File: src/rtl/inst_fetch_queue_pkg.sv
// Shared constants and types for the instruction fetch front-end.
package inst_fetch_queue_pkg;

  localparam int unsigned DataSize        = 32;
  localparam logic [31:0] DataBusReset    = 32'h0000_0000;
  localparam logic [31:0] NopInst         = 32'h0000_0013;
  localparam int unsigned FetchQueueDepth = 4;

  typedef struct packed {
    logic [DataSize-1:0] pc;
    logic [DataSize-1:0] inst;
  } fetchEntry_t;

  typedef enum logic [1:0] {
    RspNone,
    RspKeep,
    RspDrop
  } rspKind_e;

endpackage

File: src/rtl/inst_fetch_queue_fifo.sv
// Synchronous FIFO of {pc, inst} entries with a single-cycle clear.
module fetch_fifo
  import inst_fetch_queue_pkg::*;
#(
  parameter int unsigned DEPTH = FetchQueueDepth
) (
  input  logic                     clk,
  input  logic                     resetIn,
  input  logic                     push,
  input  fetchEntry_t              pushData,
  input  logic                     pop,
  input  logic                     clear,
  output logic [$clog2(DEPTH):0]   count,
  output logic                     headValid,
  output fetchEntry_t              headData
);

  localparam int unsigned PtrW = $clog2(DEPTH);

  fetchEntry_t          mem [DEPTH];
  logic [PtrW-1:0]      wrPtr;
  logic [PtrW-1:0]      rdPtr;

  // DEPTH is a power of two, so the pointers wrap by natural overflow.
  always_ff @(posedge clk or negedge resetIn) begin
    if (!resetIn) begin
      wrPtr <= '0;
      rdPtr <= '0;
      count <= '0;
    end else if (clear) begin
      wrPtr <= '0;
      rdPtr <= '0;
      count <= '0;
    end else begin
      if (push) wrPtr <= wrPtr + 1'b1;
      if (pop)  rdPtr <= rdPtr + 1'b1;
      if (push && !pop)      count <= count + 1'b1;
      else if (pop && !push) count <= count - 1'b1;
    end
  end

  always_ff @(posedge clk) begin
    if (push && !clear) mem[wrPtr] <= pushData;
  end

  assign headValid = (count != '0);
  assign headData  = mem[rdPtr];

endmodule

File: src/rtl/inst_fetch_queue.sv
// Fetch front-end: owns the fetch PC, issues credit-limited memory requests,
// buffers returned instructions and discards responses orphaned by a redirect.
module inst_fetch_queue
  import inst_fetch_queue_pkg::*;
#(
  parameter int unsigned DEPTH    = FetchQueueDepth,
  parameter logic [31:0] RESET_PC = DataBusReset
) (
  input  logic                clk,
  input  logic                resetIn,
  input  logic                flush,
  input  logic [DataSize-1:0] redirectAddr,
  input  logic                stall,
  output logic                memReqValid,
  input  logic                memReqReady,
  output logic [DataSize-1:0] memReqAddr,
  input  logic                memRspValid,
  input  logic [DataSize-1:0] memRspData,
  output logic                outValid,
  output logic [DataSize-1:0] outInst,
  output logic [DataSize-1:0] outPc
);

  localparam int unsigned CntW = $clog2(DEPTH) + 1;

  logic [DataSize-1:0] fetchPc;
  logic [DataSize-1:0] rspPc;
  logic [CntW-1:0]     count;
  logic [CntW-1:0]     outstanding;
  logic [CntW-1:0]     dropPending;
  logic [CntW+1:0]     inUse;
  logic                memReqAccept;
  logic                fifoPush;
  logic                fifoPop;
  logic                headValid;
  fetchEntry_t         headData;
  rspKind_e            rspKind;

  assign inUse        = {2'b00, count} + {2'b00, outstanding} + {2'b00, dropPending};
  assign memReqValid  = !flush && (inUse < (CntW+2)'(DEPTH));
  assign memReqAccept = memReqValid && memReqReady;
  assign memReqAddr   = fetchPc;

  // Responses with nothing outstanding or pending drop are ignored.
  always_comb begin
    rspKind = RspNone;
    if (memRspValid) begin
      if (dropPending != '0)      rspKind = RspDrop;
      else if (outstanding != '0) rspKind = RspKeep;
    end
  end

  assign fifoPush = (rspKind == RspKeep) && !flush;
  assign fifoPop  = headValid && !stall && !flush;

  always_ff @(posedge clk or negedge resetIn) begin
    if (!resetIn) begin
      fetchPc     <= RESET_PC;
      rspPc       <= RESET_PC;
      outstanding <= '0;
      dropPending <= '0;
    end else if (flush) begin
      // Everything still in flight becomes a drop; a response landing now is consumed here.
      fetchPc     <= redirectAddr;
      rspPc       <= redirectAddr;
      outstanding <= '0;
      dropPending <= dropPending + outstanding - CntW'(rspKind != RspNone);
    end else begin
      if (memReqAccept) fetchPc <= fetchPc + 32'd4;
      if (rspKind == RspKeep) rspPc <= rspPc + 32'd4;
      if (rspKind == RspDrop) dropPending <= dropPending - 1'b1;
      outstanding <= outstanding + CntW'(memReqAccept) - CntW'(rspKind == RspKeep);
    end
  end

  fetch_fifo #(
    .DEPTH(DEPTH)
  ) u_fifo (
    .clk      (clk),
    .resetIn  (resetIn),
    .push     (fifoPush),
    .pushData ('{pc: rspPc, inst: memRspData}),
    .pop      (fifoPop),
    .clear    (flush),
    .count    (count),
    .headValid(headValid),
    .headData (headData)
  );

  assign outValid = headValid;
  assign outInst  = headValid ? headData.inst : NopInst;
  assign outPc    = headValid ? headData.pc   : '0;

endmodule

File: config.mk
export PLATFORM = sky130hd
export DESIGN_NAME = inst_fetch_queue
export DESIGN_NICKNAME = d
export VERILOG_FILES = /design/src/rtl/inst_fetch_queue_pkg.sv /design/src/rtl/inst_fetch_queue_fifo.sv /design/src/rtl/inst_fetch_queue.sv
export SDC_FILE = /design/constraint.sdc
export NUM_CORES = 1
export LEC_CHECK = 0
export CAP_MARGIN = 20
export CORE_UTILIZATION = 57
export DETAILED_ROUTE_END_ITERATION = 6
export GPL_TIMING_DRIVEN = 0
export PLACE_DENSITY = 0.81
export SLEW_MARGIN = 15
export SYNTH_ARGS = -nofsm -noshare
export SYNTH_HDL_FRONTEND = slang
export SYNTH_SLANG_ARGS = --single-unit
File: constraint.sdc
create_clock -name clk -period 8.75 [get_ports clk]
set_input_delay 1.75 -clock clk [delete_from_list [all_inputs] [get_ports clk]]
set_output_delay 1.75 -clock clk [all_outputs]
set_load 0.01 [all_outputs]
==> results.json, run 1 <==
{
  "drt_iter0_drc": 667,
  "cts.sinks": 333,
  "num_rows": 57,
  "worstReg2RegEnd": "outstanding[2]",
  "setup_ws_ns": 3.49,
  "place_inst": 1396,
  "synth-seq-cells": 333,
  "nNetsFinal": 1200,
  "synth_area_per_cell_um2": 15.9,
  "r2r_slack_ns": 4.70,
  "path_max_fanout": 7,
  "syn_nets": 993,
  "crit_path_end": "memReqValid",
  "async_reset_ff_share_pct": 23.1,
  "crit_chain": "inv_1 > fa_1 > nor2_1 > fa_1 > nor2_1 > o21ai_2 > a21oi_1 > clkdlybuf4s50_1",
  "crit_required_ns": 7.00,
  "die-width_um": 161,
  "die_area_um2": 25800,
  "outcome": "completed",
  "fin_cells": 1457,
  "synth_edf_count": 256,
  "cts_tree": "done",
  "synth_cell_type_count": 62,
  "ys_dominant_reg_cell": "edfxtp_1",
  "syn_to_final_growth_pct": 23.0,
  "p_per_area_nw_per_um2": 284,
  "slowest_stage": "clkdlybuf4s50_1",
  "syn_inst": 901,
  "via_count": 8779,
  "max_cap_viol_count": 0,
  "ys_seq_area_share_pct": 67.1,
  "cts_hold_buffers": 0,
  "setup_tns_ns": 0,
  "cts.htree.levels": 2,
  "crit_path_start": "outstanding[1]",
  "wl_um": 31800,
  "initial_utilization_pct": 58.6,
  "fin_crit_sh_pct": 60.2,
  "end_kind": "output port",
  "antenna_found_initial": 1,
  "cp.arrival_ns": 3.51,
  "grtUsageTotal_pct": 25.5,
  "cp-start-kind": "flop",
  "critPathTopFamily": "adder cells",
  "root_buffer": "clkbuf_16",
  "max_slew_margin_pct": 37.7,
  "die_h_um": 161,
  "vias_per_cell": 6.03,
  "coreArea_um2": 24500,
  "first_pass_iters": 5,
  "num_io_pins": 168,
  "p_leak_uw": 0.00601,
  "critical-path-max-stage-delay_ns": 0.60,
  "hold_path_class": "flop to flop",
  "worstHoldStart": "rspPc[1]",
  "clockBufferDepth": 3,
  "postPlaceCellArea_um2": 16500,
  "peakVddDrop_uv": 161,
  "post-place-ws_ns": 3.82,
  "post-route-drc-count": 0,
  "drive_above_1_share_pct": 13.9,
  "gp_congestion": 0.947,
  "fin_skew_ns": 0.0213,
  "grt_max_degree": 49,
  "grt_pass1_vias": 9070,
  "hpwl_um": 21100,
  "crit_type": "flop to output port",
  "post_cts_buffers": 0,
  "cp.depth": 8,
  "cp_num_buf_inv": 2,
  "syn-cell-area_um2": 14300,
  "finalHoldViolCount": 0,
  "grt_pass1_wl_um": 50000,
  "yosys_warnings": 0,
  "overflow": 0,
  "post_drt_wl_per_cell_um": 21.9,
  "min_period_ns": 5.26,
  "rsz0062_at_grt": "no",
  "maxSlewViolCount": 0,
  "reg2reg_depth": 16,
  "ant_nets": 0,
  "cts_repair_resize_count": 0,
  "reg2reg_from": "outstanding[1]",
  "max_freq_ghz": 0.190,
  "fin_area_um2": 17600,
  "clock_latency_ns": 0.52,
  "port_buffers": 166,
  "cts.clk_slew.worst_paths_ns": 0.06,
  "setup_viol": 0,
  "worst_pin_slew_ns": 0.927,
  "cts_buffers": 34,
  "num_antenna_cells": 0
}
[Yosys cell counts, types with 2 or more instances]
master      n  share of area (%)
a21oi_1    11               0.38
nor4_2      2               0.17
nand4b_1    2               0.12
o211ai_1    7               0.37
nor2_1     21               0.55
o31a_1      7               0.43
edfxtp_1  256                 54
inv_1      34               0.89
a31oi_1     5               0.22
nand4_1    20               0.87
o311ai_0    8               0.49
dfrtp_1    77                 13
inv_2       2              0.052
nor3_1     13               0.45
and2_1     64                2.8
mux2_2     10               0.79
o21ai_0    26               0.91
buf_6       2               0.16
ha_1       16                1.4
and3_1     16               0.70
xor2_1     18                1.1
o41ai_1     3               0.18
nor4_1      5               0.22
fa_1        6               0.84
nand3_1    25               0.87
nand2_1    54                1.4
nand2b_1    7               0.31
a211oi_1    2               0.10
or3_1       3               0.13
a21boi_0   10               0.52
buf_2       6               0.21
and4_1      6               0.37
xnor2_1    29                1.8
or2_2       3               0.13
or4_1       4               0.21
o21a_1      3               0.16
nor2b_1     4               0.17
buf_1       2              0.052
mux4_2     64                 10
clkbuf_1   24               0.63
a21o_1      3               0.16
[power breakdown]
group	leakage, uW	internal [uW]	switching (uW)
combinational	0.00226	881	825
clock	0.000520	832	573
sequential	0.00323	1790	109
total	0.00601	3500	1510
[layer usage]
metal  vias up  part of all wire (%)  global-route usage, %
met2       450                    49                   41.1
met4         2                   2.2                   8.35
met3        52                   8.1                   4.03
met1      4411                    41                   36.0
met5         -                 0.038                      0
li1       3864                     -                      -
[state kept, by name (all words and copies together), names as in the netlist]
name,cells
u_fifo.wrPtr,2
memReqAddr,32
u_fifo.count,3
rspPc,32
outstanding,3
dropPending,3
u_fifo.mem,256
u_fifo.rdPtr,2
[worst register-to-register path, cell delays in order (launching register included)]
cell,delay [ns]
dfrtp_1,0.51
inv_1,0.14
fa_1,0.60
nor2_1,0.08
fa_1,0.38
nor3b_2,0.18
o21ai_2,0.40
nor2_4,0.15
inv_2,0.11
buf_2,0.27
ha_1,0.29
inv_1,0.05
ha_1,0.13
inv_1,0.04
fa_1,0.38
xnor2_1,0.16
nor2_1,0.05
[stage by stage]
stage / util (%) / hold WS (ns) / total power, uW
after floorplan: - / 0.476 / 2850
after global placement: 67.0 / 0.493 / 3580
after detailed placement: 67.6 / 0.521 / 3620
after CTS: 72.1 / 0.529 / 5030
after global routing: 72.1 / 0.556 / 5240
final: 72.1 / 0.531 / 5010
[worst min-delay path by stage]
stage / slack (ns) / depth (start not counted) / endpoint
floorplan: 0.48 / 0 / u_fifo.mem[0][32]
global placement: 0.49 / 0 / u_fifo.mem[3][32]
detailed placement: 0.52 / 0 / u_fifo.mem[3][33]
CTS: 0.53 / 0 / u_fifo.mem[1][33]
global route: 0.56 / 0 / u_fifo.mem[1][33]
finish: 0.53 / 0 / u_fifo.mem[1][33]
[final cells by class]
class                   count  area, um^2
well taps                 324         405
flip-flops and latches    333        9610
multi-input cells         496        4440
fillers                  1471        6840
repair buffers            171        1790
clock inverters            10         105
plain buffers              35         158
clock buffers              51         976
inverters                  37         139
[cell families after synthesis]
logic type | count (synthesis) | synth area share [%]
AO/OA/AOI/OAI | 94 | 4.57
XOR/XNOR | 47 | 2.87
adder cells (fa/ha/maj) | 22 | 2.24
buffers and inverters | 72 | 2.07
flip-flops | 333 | 67.1
multiplexers | 75 | 10.9
AND/OR/NAND/NOR | 258 | 10.2
[placed cells by master (no fill, tap or decap), types with 25 or more instances in the layout]
cell	Yosys	layout
clkbuf_1	24	36
clkbuf_16	0	35
edfxtp_1	256	256
o21ai_0	26	26
nand3_1	25	25
xnor2_1	29	29
inv_1	34	34
dfrtp_1	77	77
and2_1	64	64
nand2_1	54	54
clkdlybuf4s50_1	0	165
mux4_2	64	64
Power figures use the tool's default switching activity.
==> inputs of run 2 (changes only) <==
--- a/config.mk
+++ b/config.mk
@@ -6,10 +6,10 @@
 export NUM_CORES = 1
 export LEC_CHECK = 0
 export CAP_MARGIN = 20
-export CORE_UTILIZATION = 57
+export CORE_UTILIZATION = 56
 export DETAILED_ROUTE_END_ITERATION = 6
 export GPL_TIMING_DRIVEN = 0
-export PLACE_DENSITY = 0.81
+export PLACE_DENSITY = 0.8
 export SLEW_MARGIN = 15
 export SYNTH_ARGS = -nofsm -noshare
 export SYNTH_HDL_FRONTEND = slang
==> constraint.sdc (replaced) <==
create_clock -name clk -period 4.9 [get_ports clk]
set_input_delay 0.98 -clock clk [delete_from_list [all_inputs] [get_ports clk]]
set_output_delay 0.98 -clock clk [all_outputs]
set_load 0.01 [all_outputs]
==> run 2 against run 1 <==
Compared with the run above: combinational power rose by 77%; critical endpoint unchanged; die area rose by 1.8%; highest routed layer is now met4; global-route usage fell by 0.66 points; total power rose by 78%; sequential power rose by 78%.
==> results.json, run 2 (same netlist as run 1, synthesis figures left out) <==
{
  "outcome": "completed",
  "whs_ns": 0.451,
  "cts_buffers": 34,
  "wl_um": 31500,
  "post-route-drc-count": 0,
  "setup_tns_ns": 0,
  "num_io_pins": 168,
  "grtUsageTotal_pct": 24.9,
  "die_area_um2": 26200,
  "final_cell_mix": "edfxtp_1, clkdlybuf4s50_1, dfrtp_1, and2_1, mux4_2",
  "cts_hold_buffers": 0,
  "crit_required_ns": 3.92,
  "drive_above_1_share_pct": 13.8,
  "fin_crit_sh_pct": 90.3,
  "clockBufferDepth": 3,
  "initial_utilization_pct": 57.1,
  "drt_iter0_drc": 687,
  "cts_repair_resize_count": 0,
  "regMostFlops": "u_fifo.mem",
  "cts.clk_slew.worst_paths_ns": 0.07,
  "max_freq_ghz": 0.226,
  "worst_pin_slew_ns": 0.871,
  "cts.htree.levels": 2,
  "busiest_layer": "met2",
  "crit_type": "flop to output port",
  "layout_commonest_cell": "edfxtp_1",
  "grt.met3_usage_pct": 3.68,
  "max_cap_viol_count": 0,
  "port_buffers": 166,
  "grt_pass1_vias": 8749,
  "first_pass_iters": 7,
  "end_kind": "output port",
  "syn_to_final_growth_pct": 22.9,
  "max_slew_margin_pct": 41.9,
  "finalHoldViolCount": 0,
  "rsz0062_at_grt": "no",
  "peakVddDrop_uv": 303,
  "cp_num_buf_inv": 2,
  "hpwl_um": 21300,
  "use_met1_pct": 34.7,
  "grt_max_degree": 49,
  "cts_tree": "done",
  "coreArea_um2": 25100,
  "crit_path_start": "outstanding[1]",
  "critical-path-max-stage-delay_ns": 0.58,
  "grt_pass1_wl_um": 49100,
  "post_cts_buffers": 0,
  "grt_use_met2_pct": 40.7,
  "vias_per_cell": 5.93,
  "min_period_ns": 4.42,
  "root_buffer": "clkbuf_16",
  "crit_chain": "inv_1 > fa_1 > nor2_1 > fa_1 > nor2_1 > o21ai_2 > a21oi_1 > clkdlybuf4s50_1",
  "reg2reg_from": "outstanding[1]",
  "p_leak_uw": 0.00601,
  "hold_path_class": "primary input to asynchronous set/reset pin",
  "cp-start-kind": "flop",
  "post_drt_wl_per_cell_um": 21.5,
  "largest_reg_flops": 256,
  "die_h_um": 162,
  "overflow": 0,
  "num_rows": 58,
  "gp_congestion": 0.911,
  "via_count": 8684,
  "antenna_found_initial": 1,
  "nNetsFinal": 1200,
  "ant_nets": 0,
  "maxSlewViolCount": 0,
  "slowest_stage": "clkdlybuf4s50_1",
  "die-width_um": 162,
  "fin_skew_ns": 0.0124,
  "path_max_fanout": 7,
  "cp.arrival_ns": 3.44,
  "clock_latency_ns": 0.50,
  "cts.sinks": 333,
  "critPathTopFamily": "adder cells",
  "setup_viol": 0,
  "p_per_area_nw_per_um2": 505
}
-- run 2: worst reg2reg max path: stages (launching register included) --
cell and delay (ns):
dfrtp_1 0.49, inv_1 0.14, fa_1 0.62, nor2_1 0.08
fa_1 0.37, nor3b_2 0.18, o21ai_2 0.38, nor2_4 0.14
inv_2 0.10, buf_2 0.25, ha_1 0.28, inv_1 0.06
ha_1 0.13, inv_1 0.04, fa_1 0.37, xnor2_1 0.20
nor2_1 0.06
-- run 2: cell type report --
cell class,instances,area [um^2]
Sequential cell,333,9610
Fill cell,1633,7500
Multi-Input combinational cell,496,4440
Timing Repair Buffer,171,1770
Clock buffer,45,913
Tap cell,330,413
Buffer,35,158
Clock inverter,16,155
Inverter,37,139
Antenna cell,1,2.50
-- run 2: power by group --
group	leakage [uW]	internal (uW)	switching [uW]	total [uW]
Sequential	0.00323	3190	193	3380
Clock	0.000523	1470	1010	2490
Combinational	0.00225	1570	1450	3020
-- run 2: path summary, 6_finish.rpt --
check	end	slack, ns	cells past startpoint
max	memReqValid	0.48	8
min	memReqAddr[26]	0.45	1
max reg2reg	outstanding[2]	0.89	16
min reg2reg	u_fifo.mem[2][32]	0.51	0
max in group asynchronous	memReqAddr[1]	3.84	2
min in group clk	u_fifo.mem[2][32]	0.51	0
-- run 2: layer usage --
layer	vias to the layer above	share of wire, %	wire, um
li1	3867	-	-
met1	4362	41	13000
met2	401	49	15500
met3	54	7.1	2220
met4	0	2.5	778
met5	-	0	0
-- run 2: per-stage QoR --
| step | cell area [um^2] | std cells | setup slack, ns | power, uW | utilization (%) |
|---|---|---|---|---|---|
| final | 17600 | 1464 | 0.476 | 8890 | 70.1 |
| after global routing | 17600 | 1463 | 0.321 | 9310 | 70.1 |
| after CTS | 17600 | 1463 | 0.461 | 8940 | 70.1 |
| after detailed placement | 16500 | 1402 | 0.918 | 6460 | 65.9 |
| after global placement | 16400 | 1397 | -0.481 | 6400 | 65.3 |
| after floorplan | 14300 | 901 | 1.33 | 5090 | - |
